**src/rtl/issue_execute_fifo.sv**
```systemverilog
// -----------------------------------------------------------------------------
// issue_execute_fifo
//
// Show-ahead (first-word-fall-through) FIFO sitting between the issue stage and
// a single execute unit (e.g. issue -> multiplier). The head entry is presented
// combinationally with a valid flag; the consumer pops it in the same cycle it
// uses it. A commit-side flush empties the queue at the next clock edge.
//
// Parameters:
//   DEPTH  number of entries (power of two, >= 2)
//   WIDTH  entry width in bits; instantiations pass $bits(issue_execute_pack_t)
//
// Ports:
//   clk             clock, all state updates on the rising edge
//   rst             asynchronous active-low reset
//   data_in         entry written on an accepted push
//   push            push request from issue
//   full            no free entry (pointer state only)
//   data_out        head entry, all-zero when empty
//   data_out_valid  head entry present (pointer state only)
//   pop             consume the head entry
//   flush           discard all entries, wins over push and pop
//   count           number of stored entries
// -----------------------------------------------------------------------------
module issue_execute_fifo #(
    parameter int unsigned DEPTH = 4,
    parameter int unsigned WIDTH = 8
) (
    input  logic                     clk,
    input  logic                     rst,
    input  logic [WIDTH-1:0]         data_in,
    input  logic                     push,
    output logic                     full,
    output logic [WIDTH-1:0]         data_out,
    output logic                     data_out_valid,
    input  logic                     pop,
    input  logic                     flush,
    output logic [$clog2(DEPTH):0]   count
);

    localparam int unsigned AW = $clog2(DEPTH);
    localparam logic [AW:0] DepthCnt = (AW + 1)'(DEPTH);

    if (DEPTH < 2 || (DEPTH & (DEPTH - 1)) != 0) begin : gen_depth_check
        $error("issue_execute_fifo: DEPTH must be a power of two and at least 2");
    end

    // Pointers carry one extra wrap bit so full and empty are distinguishable.
    logic [AW:0]      rptr_q, rptr_d;
    logic [AW:0]      wptr_q, wptr_d;
    logic [WIDTH-1:0] mem [DEPTH];

    logic empty;
    logic push_acc;
    logic pop_acc;

    // Status is derived from the pointer registers only, so there is no
    // combinational path from push/pop/flush to full, valid or count.
    always_comb begin
        empty          = (rptr_q == wptr_q);
        full           = (rptr_q[AW-1:0] == wptr_q[AW-1:0]) && (rptr_q[AW] != wptr_q[AW]);
        data_out_valid = !empty;
        count          = wptr_q - rptr_q;
        data_out       = empty ? '0 : mem[rptr_q[AW-1:0]];
    end

    // A full FIFO rejects a push even when a pop arrives in the same cycle.
    always_comb begin
        push_acc = push && !full && !flush;
        pop_acc  = pop && data_out_valid && !flush;
    end

    always_comb begin
        rptr_d = rptr_q;
        wptr_d = wptr_q;
        if (flush) begin
            rptr_d = '0;
            wptr_d = '0;
        end else begin
            if (push_acc) begin
                wptr_d = wptr_q + 1'b1;
            end
            if (pop_acc) begin
                rptr_d = rptr_q + 1'b1;
            end
        end
    end

    always_ff @(posedge clk or negedge rst) begin
        if (!rst) begin
            rptr_q <= '0;
            wptr_q <= '0;
        end else begin
            rptr_q <= rptr_d;
            wptr_q <= wptr_d;
        end
    end

    // Storage is deliberately not reset; pointers alone define what is valid.
    always_ff @(posedge clk) begin
        if (push_acc) begin
            mem[wptr_q[AW-1:0]] <= data_in;
        end
    end

    assert property (@(posedge clk) disable iff (!rst) count <= DepthCnt);
    assert property (@(posedge clk) disable iff (!rst) !(full && count != DepthCnt));
    assert property (@(posedge clk) disable iff (!rst) !(data_out_valid && count == '0));

endmodule

```
**config.mk**
```make
export PLATFORM = sky130hd
export DESIGN_NAME = issue_execute_fifo
export DESIGN_NICKNAME = d
export VERILOG_FILES = /design/src/rtl/issue_execute_fifo.sv
export SDC_FILE = /design/constraint.sdc
export NUM_CORES = 1
export LEC_CHECK = 0
export CAP_MARGIN = 10
export CORE_AREA = 2 2 81 83
export DETAILED_ROUTE_END_ITERATION = 10
export DIE_AREA = 0 0 83 85
export DONT_BUFFER_PORTS = 1
export SYNTH_ARGS = -nofsm -noshare
export SYNTH_HDL_FRONTEND = slang
export SYNTH_SLANG_ARGS = --single-unit
export TNS_END_PERCENT = 5
```
**constraint.sdc**
```tcl
create_clock -name clk -period 5.3 [get_ports clk]
set_clock_uncertainty 0.2 [all_clocks]
set_input_delay 1.06 -clock clk [delete_from_list [all_inputs] [get_ports clk]]
set_output_delay 1.06 -clock clk [all_outputs]
set_load 0.03 [all_outputs]
```
==> summary.md <==
| Metric | Value |
|---|---|
| Placed wire-length estimate | roughly 2300 um |
| Combinational Power Share | 47.1% |
| Final WL | 3330 um |
| Critical path arrival | between 2000 and 2500 ps |
| Slew Limit Fails | 0 |
| Post-Syn Instances | roughly 110 |
| Area delta synth->final | 9.48% |
| MaxCap Viol Count | 0 |
| Syn Area/Cell | around 16 um^2 |
| Clock share of power | around 17% |
| Final Hold Violating Endpoints | 0 |
| Worst r2r src | rptr_q[1] |
| WL/cell | between 15 and 20 um |
| Worst r2r path cells | 7 |
| Netlist cell types | 33 |
| CTS Root Buffer Type | clkbuf_8 |
| WHS | approximately 260 ps |
| NetSw | roughly 540 uW |
| Diode count | 0 |
| CP Depth | 5 |
| Status | complete, no violations |
| RSZ-0062 raised after global routing | false |
| Cell at the slowest stage of the critical path | dfrtp_1 |
| Clock buffer depth | 2 |
| Detailed router's first-iteration violation count | just over 90 |
| Post-DR vias/cell | roughly 5 |
| Part of the power in registers | between 30 and 40% |
| Actual slew at the worst max-slew pin | between 700 and 800 ps |
| Residual DRC | 0 |
| Sw Share | a little under half |
| VDD IR-drop max | 0.246 mV |
| Worst path bufs/invs | 1 |
| Worst-path maximum fanout | 12 |
| # rows | 29 |
| Reg2Reg Setup Slack | 2560 ps |
| Worst setup path class | reg -> out |
| Syn_nets | between 100 and 150 |
| HP Class | in -> async |
| RD Place Congestion | between 0.7 and 0.8 |
| Initial antenna violation count | 0 |
| Commonest non-fill, non-tap cells in the layout | edfxtp_1 (32), nor2b_1 (9), mux4_2 (8) |
| Vias | 976 |
| First-pass GRT wire length | roughly 5400 um |
| Layout Nets | between 100 and 150 |
| CTS Hold Bufs | 0 |
| Clock sinks | 38 |
| DR pass1 iterations | 4 |
| Routed Antenna Nets | 0 |
| Pleak | between 0.6 and 0.7 nW |
| IO Pins | 26 |
| Reg-to-reg endpoint | mem[3][5] |
| Vias in the first global route | 1,046 |
| Layout cell share with drive strength beyond 1 | 17.6% |
| Skew-Pair Late Insertion Delay | between 200 and 300 ps |
| CP cell instances | inv_1, ha_1, nand2_2, nor2b_4, nor2b_1 |
| CTS buffer count | 5 |
| Die H | roughly 85 um |
| Largest net degree at the start of global routing | 17 |
| Post-cts sizing count | 0 |
| Core area | between 6000 and 7000 um^2 |
| Area of the multi-input gates | about 620 um^2 |
| Register Area | about 1100 um^2 |
| Cell-internal power | around 600 uW |
| Sum Neg Setup Slack | 0 ps |
| Min Tclk post-route | 3640 ps |
| PortBufs | 0 |
| Gr usage total | about a tenth |
| Ys Warns | 0 |
| Final setup violation count | 0 |
| Final Cycle Share | between 60 and 70% |
| Worst rel slew slack | about half |
| Die X-Extent | slightly above 80 um |
| CP endpoint kind | output port |
| Worst Setup SP | rptr_q[1] |
| Postcts setup bufs | 0 |
| Worst setup endpoint | data_out[2] |
| Worst Setup Start Kind | register |
| Mapped Area | roughly 1800 um^2 |
| P per Cell Area | about 600 nW/um^2 |
| H-Tree Depth | 2 |
| Most common cell after layout, fill and taps aside | edfxtp_1 |
| Clock slew at the register clock pins of the worst setup and hold paths | 80 ps |
| Total grt overflow | 0 |
| Sequential cell area fraction in the yosys report | just over 60% |
| Req. time, crit path | about 4000 ps |
| Worst path max stage delay | about 740 ps |
| Initial core utilization | around 29% |
| Die area | 7060 um^2 |
| Max Fclk | between 0.2 and 0.3 GHz |
| Synth Register Bits | 38 |
| CTS tree | done |
| Top cell family by delay on the critical path | simple AND/OR/NAND/NOR gates |
| Fillers | between 600 and 700 |
metrics by stage:
step                total power [mW]  instances  area [um^2]  util, %  setup slack [ps]
finish                          1.15        196         1950     31.4              1660
global route                    1.23        196         1950     31.4              1490
CTS                             1.17        196         1950     31.4              1620
detailed placement             0.977        188         1870     30.1              1940
global placement               0.960        188         1870     30.1              2030
floorplan                      0.889        114         1780        -              2370
sequential cells by signal (all words and copies together) (netlist names):
signal  count
wptr_q      3
rptr_q      3
mem        32
final cells by class:
cell class,instances,share of cell area [%]
Clock buffer,5,3.53
Clock inverter,3,0.834
Inverter,7,1.35
Multi-Input combinational cell,65,32.0
Sequential cell,38,57.0
Tap cell,77,4.94
Timing Repair Buffer,1,0.385
worst min path at each step:
stage               from        end  slack (ps)  cells after the start
2_1_floorplan  wptr_q[2]  wptr_q[2]         370                      2
3_3_place_gp   wptr_q[2]  wptr_q[2]         390                      2
3_5_place_dp   wptr_q[2]  wptr_q[2]         400                      2
4_1_cts              rst  wptr_q[2]         240                      0
5_1_grt              rst  wptr_q[2]         230                      0
6_report             rst  wptr_q[2]         260                      0
per-layer routing:
metal	vias to the layer above	GRT usage, %	routed length, um
li1	444	-	-
met1	495	11.6	1430
met2	33	16.9	1630
met3	4	4.67	233
met4	0	4.02	31
met5	-	0	0
kinds of logic after synthesis:
logic type | Yosys count | share of synthesized area (%)
DFF | 38 | 62.4
and+or+nand+nor | 35 | 12.7
AOI/OAI and AO/OA | 11 | 4.14
buffers and inverters | 11 | 2.60
muxes | 9 | 10.7
adders and majority gates | 8 | 6.04
xor gates and xnor gates | 2 | 1.40
synth_stat cells, drive strengths merged:
cell type	number	area share, %
a211o	1	0.49
a21oi	3	0.84
a311oi	1	0.49
a31oi	4	1.4
and3	4	1.5
buf	2	0.70
clkbuf	2	0.42
dfrtp	6	8.4
edfxtp	32	54
fa	1	1.1
ha	7	4.9
inv	7	1.5
mux2	1	0.63
mux4	8	10
nand2	4	0.98
nand3	4	1.1
nand3b	1	0.42
nand4b	2	0.98
nand4bb	1	0.63
nor2	2	0.42
nor2b	10	3.9
nor3	1	0.28
nor3b	3	1.3
o211ai	1	0.42
o311ai	1	0.49
or2	1	0.35
or4	2	0.84
xnor2	2	1.4
power by group through the flow:
stage          Sequential, mW  Combinational (mW)  Clock (mW)
2_1_floorplan           0.386               0.502           0
4_1_cts                 0.421               0.550       0.199
5_1_grt                 0.427               0.585       0.215
6_report                0.418               0.542       0.191
3_3_place_gp            0.422               0.538           0
3_5_place_dp            0.428               0.549           0
Power figures use the tool's default switching activity.
